**config.mk**
```make
export PLATFORM = sky130hd
export DESIGN_NAME = qpi_flash_responder
export DESIGN_NICKNAME = d
export VERILOG_FILES = /design/src/rtl/qpi_flash_responder_pkg.sv /design/src/rtl/qpi_rd_addr_gen.sv /design/src/rtl/qpi_flash_responder.sv
export SDC_FILE = /design/constraint.sdc
export NUM_CORES = 1
export LEC_CHECK = 0
export ABC_AREA = 0
export BUFFER_PORTS_ARGS = -buffer_cell sky130_fd_sc_hd__buf_2
export CAP_MARGIN = 20
export CORE_MARGIN = 5
export CORE_UTILIZATION = 58
export CTS_CLUSTER_SIZE = 8
export DETAILED_ROUTE_END_ITERATION = 12
export PLACE_DENSITY = 0.8
export SLEW_MARGIN = 15
export SYNTH_ARGS = -nofsm -noshare
export SYNTH_HDL_FRONTEND = slang
export SYNTH_SLANG_ARGS = --single-unit
export TNS_END_PERCENT = 20
```
**constraint.sdc**
```tcl
create_clock -name HCLK -period 2.3 [get_ports HCLK]
set_input_delay 0.115 -clock HCLK [delete_from_list [all_inputs] [get_ports HCLK]]
set_output_delay 0.115 -clock HCLK [all_outputs]
set_load 0.05 [all_outputs]
```
**src/rtl/qpi_flash_responder_pkg.sv**
```systemverilog
// qpi_flash_responder_pkg: opcodes, FSM states and read-parameter tables shared by the QPI flash responder.
package qpi_flash_responder_pkg;
  localparam logic [7:0] OP_RSTEN     = 8'h66;
  localparam logic [7:0] OP_RST       = 8'h99;
  localparam logic [7:0] OP_QPI_EN    = 8'h38;
  localparam logic [7:0] OP_QPI_EX    = 8'hFF;
  localparam logic [7:0] OP_PARAM     = 8'hC0;
  localparam logic [7:0] OP_READ      = 8'h0B;
  localparam logic [7:0] OP_READ_WRAP = 8'h0C;
  typedef enum logic [2:0] {
    SPI_CMD, QPI_CMD, QPI_ADDR, QPI_PARAM, QPI_DUMMY, QPI_DATA, IGNORE, RSTWAIT
  } state_t;
  localparam logic [3:0]  DUMMY_CLKS [4] = '{4'd2, 4'd4, 4'd6, 4'd8};
  localparam logic [23:0] WRAP_MASK  [4] = '{24'h7, 24'hF, 24'h1F, 24'h3F};
  function automatic logic [23:0] next_addr(input logic [23:0] a, input logic wrap, input logic [1:0] ws);
    return wrap ? (a & ~WRAP_MASK[ws]) | ((a + 24'd1) & WRAP_MASK[ws]) : a + 24'd1;
  endfunction
endpackage

```
**src/rtl/qpi_rd_addr_gen.sv**
```systemverilog
// qpi_rd_addr_gen: holds the read address, advances it linearly or inside the wrap window, and pulses MEM_RE.
module qpi_rd_addr_gen
  import qpi_flash_responder_pkg::*;
(
  input  logic        HCLK,
  input  logic        HRESET,
  input  logic        ld,
  input  logic        inc,
  input  logic        wrap,
  input  logic [1:0]  ws,
  input  logic [23:0] ld_addr,
  output logic        mem_re,
  output logic [23:0] mem_addr
);
  always_ff @(posedge HCLK) begin
    if (HRESET) begin
      mem_re   <= 1'b0;
      mem_addr <= '0;
    end else begin
      mem_re   <= ld | inc;
      mem_addr <= ld ? ld_addr : inc ? next_addr(mem_addr, wrap, ws) : mem_addr;
    end
  end
endmodule

```
**src/rtl/qpi_flash_responder.sv**
```systemverilog
// qpi_flash_responder: SPI/QPI flash read responder with soft reset and prefetching fast read.
// Define QPI_WRAP_EN to enable the 0Ch wrapped fast read.
module qpi_flash_responder
  import qpi_flash_responder_pkg::*;
#(
  parameter int         RST_CYCLES = 1800,
  parameter logic [7:0] DEF_PARAM  = 8'h00
) (
  input  logic        HCLK,
  input  logic        HRESET,
  input  logic        XPICS,
  input  logic        XPICLK_EN,
  input  logic [3:0]  XPIi,
  output logic [3:0]  XPIo,
  output logic [3:0]  XPIoe,
  output logic        MEM_RE,
  output logic [23:0] MEM_ADDR,
  input  logic [7:0]  MEM_RDATA,
  output logic        BUSY
);
  localparam int RW = $clog2(RST_CYCLES + 1);
  state_t state, state_d, cmd_state;
  logic qpi, qpi_nxt, arm, rd_pend, wrap_rd, ld, inc, fclk, cmd_done, rd_op;
  logic [1:0] dum_sel, wrap_sel;
  logic [6:0] sr;
  logic [7:0] cmd_c, cur_byte, nxt_byte, fetched;
  logic [19:0] addr_sr;
  logic [2:0] cnt;
  logic [RW-1:0] rcnt;
  assign fclk     = !XPICS && XPICLK_EN;
  assign cmd_c    = qpi ? {sr[3:0], XPIi} : {sr, XPIi[0]};
  assign cmd_done = fclk && (state == SPI_CMD || state == QPI_CMD) && cnt == (qpi ? 3'd1 : 3'd7);
  assign fetched  = rd_pend ? MEM_RDATA : nxt_byte;
`ifdef QPI_WRAP_EN
  assign rd_op = cmd_c == OP_READ || cmd_c == OP_READ_WRAP;
  always_ff @(posedge HCLK)
    if (HRESET) wrap_rd <= 1'b0;
    else if (cmd_done) wrap_rd <= cmd_c == OP_READ_WRAP;
`else
  assign rd_op   = cmd_c == OP_READ;
  assign wrap_rd = 1'b0;
`endif
  assign cmd_state = (cmd_c == OP_RST && arm) ? RSTWAIT :
                     (qpi && cmd_c == OP_PARAM) ? QPI_PARAM :
                     (qpi && rd_op) ? QPI_ADDR : IGNORE;
  always_ff @(posedge HCLK)
    if (HRESET) state <= SPI_CMD;
    else state <= state_d;
  always_comb begin
    state_d = state;
    ld      = 1'b0;
    inc     = 1'b0;
    if (state == RSTWAIT) state_d = (rcnt == RW'(RST_CYCLES - 1)) ? SPI_CMD : RSTWAIT;
    else if (XPICS) state_d = qpi_nxt ? QPI_CMD : SPI_CMD;
    else if (fclk)
      case (state)
        SPI_CMD, QPI_CMD: state_d = cmd_done ? cmd_state : state;
        QPI_PARAM: state_d = cnt == 3'd1 ? IGNORE : state;
        QPI_ADDR: begin
          ld      = cnt == 3'd5;
          state_d = ld ? QPI_DUMMY : state;
        end
        QPI_DUMMY: begin
          inc     = {1'b0, cnt} == DUMMY_CLKS[dum_sel] - 4'd1;
          state_d = inc ? QPI_DATA : state;
        end
        QPI_DATA: inc = cnt[0];
        default: ;
      endcase
  end
  always_ff @(posedge HCLK) begin
    if (HRESET) begin
      {qpi, qpi_nxt, arm, rd_pend} <= '0;
      {dum_sel, wrap_sel} <= {DEF_PARAM[5:4], DEF_PARAM[1:0]};
      sr       <= '0;
      addr_sr  <= '0;
      cnt      <= '0;
      rcnt     <= '0;
      cur_byte <= '0;
      nxt_byte <= '0;
    end else begin
      cnt      <= (XPICS || state_d != state) ? 3'd0 : cnt + {2'b0, fclk};
      rcnt     <= state == RSTWAIT ? rcnt + 1'b1 : '0;
      sr       <= fclk ? cmd_c[6:0] : sr;
      addr_sr  <= fclk ? {addr_sr[15:0], XPIi} : addr_sr;
      rd_pend  <= MEM_RE;
      nxt_byte <= fetched;
      cur_byte <= inc ? fetched : cur_byte;
      if (cmd_done) arm <= cmd_c == OP_RSTEN;
      // Mode change is staged and only committed when the frame closes
      if (cmd_done && cmd_c == (qpi ? OP_QPI_EX : OP_QPI_EN)) qpi_nxt <= !qpi;
      if (XPICS && state != RSTWAIT) qpi <= qpi_nxt;
      if (state == QPI_PARAM && fclk && cnt == 3'd1) {dum_sel, wrap_sel} <= {cmd_c[5:4], cmd_c[1:0]};
      if (state == RSTWAIT && state_d == SPI_CMD) begin
        {qpi, qpi_nxt, arm} <= '0;
        {dum_sel, wrap_sel} <= {DEF_PARAM[5:4], DEF_PARAM[1:0]};
      end
    end
  end
  qpi_rd_addr_gen u_addr_gen (
    .HCLK    (HCLK),
    .HRESET  (HRESET),
    .ld      (ld),
    .inc     (inc),
    .wrap    (wrap_rd),
    .ws      (wrap_sel),
    .ld_addr ({addr_sr, XPIi}),
    .mem_re  (MEM_RE),
    .mem_addr(MEM_ADDR)
  );
  assign BUSY  = state == RSTWAIT;
  assign XPIoe = state == QPI_DATA ? 4'hF : 4'h0;
  assign XPIo  = state != QPI_DATA ? 4'h0 : cnt[0] ? cur_byte[3:0] : cur_byte[7:4];
endmodule

```
# After elaboration in Yosys (flattened, before gate mapping)
# Index checks and enable logic that the tools add are counted.
# W data, S select, Z words.
# classes
n_addsub	4
n_lt_le_gt_ge	1
eq_ne	19
n_mux	33
n_bitwise	3
n_reduce_logical	22
# op_table
operator	count
$mux W24	2
$mux W3	12
$add A24 B1 Y24 const B	1
$mux W8	3
$mux W4	5
$eq A8 B8 Y1 const B	2
$eq A3 B3 Y1 const B	4
$pmux W3 S4	1
$add A11 B1 Y11 const B	1
$eq A11 B11 Y1 const B	1
$logic_and A1 B1 Y1	11
$bmux W4 S2	1
$eq A8 B4 Y1 const B	1
$eq A8 B7 Y1 const B	1
$eq A8 B8 Y1	1
$mux W1	8
$reduce_or A2 Y1	4
$eq A3 B1 Y1 const B	2
$eq A3 B2 Y1 const B	2
$logic_not A3 Y1	2
$ne A3 B3 Y1 const B	2
$eq A3 B4 Y1	1
$sub A4 B1 Y4 const B	1
$add A3 B1 Y3	1
other kinds (10)	12
# totals
regBits	91
input_bits	16
output_inout_bits	34
wordCells	96

# Depth between registers and ports, before layout
# depth
depth_word	14
mapped_depth	11
ltp_nobuf	8

# By module
# Synthesis repeated with hierarchy kept, for this count alone.
# hier_totals
cells_unflattened	565
hier_area_um2	4700.8
# modules_own_cells
mod	n_inst	cells_each	area_each_um2	seq_area_each_um2
qpi_flash_responder	1	364	3139.3	1341.3
qpi_rd_addr_gen	1	201	1561.5	500.5

# Worst setup path after synthesis
# OpenSTA, ideal clock, no wires.
# synth_path
path_type	flip-flop to flip-flop
from	register state[2]
to	register u_addr_gen.mem_addr[4]
arrival_time_ns	2.262
required_time_ns	2.172
setup_slack_ns	-0.089
path_stages_with_launch	12
synth_period_minus_slack_ns	2.389
path_cell_list	dfxtp_1 -> buf_4 -> nand2_1 -> or2_1 -> clkinv_1 -> a32o_2 -> and2_1 -> buf_2 -> buf_2 -> a21o_1 -> a222oi_1 -> nor2_1
# synth_between
elab_chain_len	6
elab_cells_between_ends	14
cone_classes	eq/ne (4); mux (9); reduce/logical (1)
# synth_lines
item	line	text
start, declared	qpi_flash_responder.sv:22	state_t state, state_d, cmd_state;
start signal, assigned	qpi_flash_responder.sv:48	else state <= state_d;
$eq A3 B3 Y1 / $eq A3 B2 Y1 (equally long branches)	qpi_flash_responder.sv:56	case (state)
$pmux W1 S2 / $mux W1 (equally long branches)	qpi_flash_responder.sv:56	
$mux W1	qpi_flash_responder.sv:55	else if (fclk)
$mux W1	qpi_flash_responder.sv:54	else if (XPICS) state_d = qpi_nxt ? QPI_CMD : SPI_CMD;
$mux W1	qpi_flash_responder.sv:53	if (state == RSTWAIT) state_d = (rcnt == RW'(RST_CYCLES - 1)) ? SPI_CMD : RSTWAIT;
$reduce_bool A2 Y1 (no line) / $mux W24 (equally long branches)	--	
end signal, assigned	qpi_rd_addr_gen.sv:21	mem_addr <= ld ? ld_addr : inc ? next_addr(mem_addr, wrap, ws) : mem_addr;
end, declared	qpi_rd_addr_gen.sv:13	output logic [23:0] mem_addr
# Several ways; a longest one is shown, not always the timed one.
# A chain may end at the register's enable or synchronous reset.

# Final worst setup path
# layout_path
from	register qpi
to	register cnt[1]
# layout_between
elab_chain_len	14
elab_cells_between_ends	21
cone_classes	eq/ne (5); mux (10); reduce/logical (6)
# layout_lines
item	line	text
start, declared	qpi_flash_responder.sv:23	logic qpi, qpi_nxt, arm, rd_pend, wrap_rd, ld, inc, fclk, cmd_done, rd_op;
start signal, assigned	qpi_flash_responder.sv:92	if (XPICS && state != RSTWAIT) qpi <= qpi_nxt;
$mux W8	qpi_flash_responder.sv:31	assign cmd_c = qpi ? {sr[3:0], XPIi} : {sr, XPIi[0]};
$eq A8 B4 Y1	qpi_flash_responder.sv:40	assign rd_op = cmd_c == OP_READ;
$logic_and A1 B1 Y1	qpi_flash_responder.sv:45	(qpi && rd_op) ? QPI_ADDR : IGNORE;
$mux W3	qpi_flash_responder.sv:45	
$mux W3	qpi_flash_responder.sv:44	(qpi && cmd_c == OP_PARAM) ? QPI_PARAM :
$mux W3	qpi_flash_responder.sv:43	assign cmd_state = (cmd_c == OP_RST && arm) ? RSTWAIT :
$mux W3 (*)	qpi_flash_responder.sv:57	SPI_CMD, QPI_CMD: state_d = cmd_done ? cmd_state : state;
$pmux W3 S4 (*)	qpi_flash_responder.sv:56	
$mux W3 (*)	qpi_flash_responder.sv:55	
$mux W3 (*)	qpi_flash_responder.sv:54	
$mux W3 (*)	qpi_flash_responder.sv:53	
$ne A3 B3 Y1 (*)	qpi_flash_responder.sv:82	cnt <= (XPICS || state_d != state) ? 3'd0 : cnt + {2'b0, fclk};
$logic_or A1 B1 Y1 (*)	qpi_flash_responder.sv:82	
$reduce_or A2 Y1 (no line) (*)	--	
end signal, assigned	qpi_flash_responder.sv:82	
end, declared	qpi_flash_responder.sv:28	logic [2:0] cnt;
# Mark *: on every way between the ends. The rest lies on a longest branch, timed or not.

==> metrics.md <==
| Metric | Value |
|---|---|
| Post-Synth Simple-Gate Area | `26.0%` |
| Hold Fails Final Rpt | `0` |
| Final net count | `598` |
| CTS H-tree lvls | `3` |
| Post_cts resized | `0` |
| Max Cap Violations | `0` |
| Max Clock Freq | `465 MHz` |
| Vias | `4057` |
| Layout cells sized above 1 | `between 10% and 20%` |
| # DRC | `0` |
| Core Rows | `31` |
| Placed instance area | `between 4000 and 5000 µm²` |
| Final core utilization | `67.9%` |
| Root buffer cell | `clkbuf_8` |
| Largest net degree at the start of global routing | `40` |
| GRT Util Overall | `23.1%` |
| Hpwl dp | `roughly 7.6 mm` |
| Total grt overflow | `0` |
| Ys flop type | `dfxtp_1` |
| Worst Path Max Fanout | `6` |
| Most frequent cells in the layout | `dfxtp_1, nand2_1, nor2_1, buf_2, a21oi_1` |
| Worst path cell trace | `nor3b_2 > o2111ai_4 > or4_1 > a211o_1 > xnor2_2 > nor3b_1` |
| CP peak stage delay | `550 ps` |
| Hold crit path type | `primary input to flip-flop` |
| Synth Instances | `534` |
| Synthesized net count | `about 550` |
| Post-synth top area share | `41.2%` |
| Crit path capture type | `flip-flop` |
| Mapped Avg Cell Area | `between 8 and 9 µm²` |
| Overall power | `2.90 mW` |
| CTS tree | `yes` |
| Core area | `roughly 7300 µm²` |
| Ys async rst share | `0%` |
| Initial core utilization | `59.9%` |
| Initial DRT Pass Iterations | `5` |
| Synth Area in Compound Gates | `about a fifth` |
| Yosys reg bits | `90` |
| # diodes | `0` |
| Buf/Inv on CP | `0` |
| Largest family of logic cells by synthesized area | `simple AND/OR/NAND/NOR gates` |
| Post-CTS Setup Bufs | `0` |
| Critical setup path kind | `flip-flop to flip-flop` |
| Fill count | `652` |
| Final Max Tran Viols | `0` |
| Post-synthesis adder-cell area fraction | `1.15%` |
| CP delay by family, top | `simple AND/OR/NAND/NOR gates` |
| Worst Hold Slack | `20.1 ps` |
| Placed cell count | `666` |
| Peak supply drop | `0.521 mV` |
| Slowest library cell on the worst path | `or4_1` |
| CTS Buf Count | `9` |
| Vias in the first global route | `3871` |
| Vias per cell | `5.95` |
| Sequential area share after synthesis | `41.2%` |
| IO Port Bufs | `49` |
| Worst-margin pin slew | `571 ps` |
| Clock Sinks | `90` |
| Synth top area cells | `dfxtp_1, nand2_1, nor2_1` |
| Outcome | `completed` |
| Synth unique cells | `70` |
| Die width | `96.8 µm` |
| Die area | `9370 µm²` |
| Slew headroom | `61.8%` |
| Post-Syn Area | `~4400 µm²` |
| IO Pins | `50` |
| PnR worst setup slack | `149 ps` |
| Startpoint Class | `flip-flop` |
| Non-filler cells, final | `682` |
| Post-synth EDFFs | `0` |
| Final WL | `between 10 and 15 mm` |
| Post-synthesis mux area share | `3.92%` |
| Wire length per cell | `15.8 µm` |
| Setup Skew | `15.8 ps` |
| RSZ-0062 raised after global routing | `false` |
| Layout area overhead | `13.3%` |
| Iter 0 DRT Violations | `roughly 290` |
| Xor/xnor cell area share of the yosys netlist | `around 3.0%` |
| Clock buffer depth | `2` |
| Antenna-violating nets left | `0` |
| Syn. warnings | `0` |
| Leak Pwr | `around 1.8 nW` |
| Worst slack at placement | `about 76 ps` |
| GP Congestion | `0.954` |
| WP data arrival | `~2400 ps` |
| Area leader, netlist | `dfxtp_1` |
| Worst-path clk slew | `80 ps` |
| Required @ worst endpoint | `2570 ps` |
| TNS Setup | `0 ps` |
| Worst skew pair latency | `360 ps` |
| Final Cycle Share | `93.5%` |
| First-pass GRT wire length | `about 18 mm` |
| Most common cell after layout, fill and taps aside | `dfxtp_1` |
| Design area | `4950 µm²` |
| Endpoints failing setup | `0` |
| CTS Hold Bufs | `0` |
| Initial antenna violation count | `0` |
| DIE HEIGHT | `96.8 µm` |
| Cell Pwr Density | `586 nW/µm²` |
| Final min period | `2150 ps` |
## logic make-up after synthesis
| kind of cell | count (synthesis) |
|---|---|
| compound gates | 125 |
| xor+xnor | 14 |
| fa+ha+maj | 4 |
| buf+inv | 50 |
| flops | 90 |
| mux | 17 |
| simple gates | 234 |
## worst paths after layout
check,from,end,slack [ps],depth (start not counted)
min,MEM_RDATA[3],nxt_byte[3],20,3
min reg2reg,rcnt[0],rcnt[0],450,1
max reg2reg,qpi,cnt[1],150,6
max,qpi,cnt[1],150,6
## layer usage
metal	up-vias	wire (µm)	global-route usage [%]
met3	20	804	4.68
met5	-	0	0
li1	1989	-	-
met4	0	194	9.07
met1	1888	4750	30.3
met2	160	4990	37.4
## cells in the mapped netlist (5+ instances only)
master / instances
a211oi_1: 14
a21oi_1: 42
a31oi_1: 12
and3_1: 7
buf_2: 10
clkbuf_1: 20
dfxtp_1: 90
inv_1: 10
mux2i_1: 16
nand2_1: 73
nand3_1: 19
nand4_1: 5
nor2_1: 71
nor3_1: 11
o211ai_1: 6
o21ai_0: 14
or3_1: 11
xnor2_1: 5
xor2_1: 8
## tightest hold or removal path, cell delays in order
cell     delay (ps)
buf_2            80
mux2i_1          70
nor2_1           80
## power breakdown
| group | leakage, nW | switching [mW] | total, mW | internal [mW] |
|---|---|---|---|---|
| clock network | 0.103 | 0.557 | 1.17 | 0.614 |
| logic | 0.946 | 0.0893 | 0.141 | 0.0519 |
| registers | 0.727 | 0.0175 | 1.59 | 1.57 |
| total | 1.78 | 0.664 | 2.90 | 2.24 |
## area by class of cell
cell class | instances | area (µm²) | area share (%)
well taps | 99 | 124 | 2.50
clock buffers | 10 | 128 | 2.58
flip-flops and latches | 90 | 1800 | 36.5
multi-input cells | 394 | 2340 | 47.3
clock inverters | 6 | 88.8 | 1.79
repair buffers | 71 | 410 | 8.29
inverters | 12 | 51.3 | 1.04
## sequential cells by signal, summed over array words and instances (netlist names)
| register | cells |
|---|---|
| qpi_nxt | 1 |
| rd_pend | 1 |
| state | 3 |
| dum_sel | 2 |
| addr_sr | 19 |
| nxt_byte | 8 |
| rcnt | 11 |
| u_addr_gen.mem_addr | 24 |
| u_addr_gen.mem_re | 1 |
| arm | 1 |
| cnt | 3 |
| sr | 7 |
| qpi | 1 |
| cur_byte | 8 |
Power figures use the tool's default switching activity.
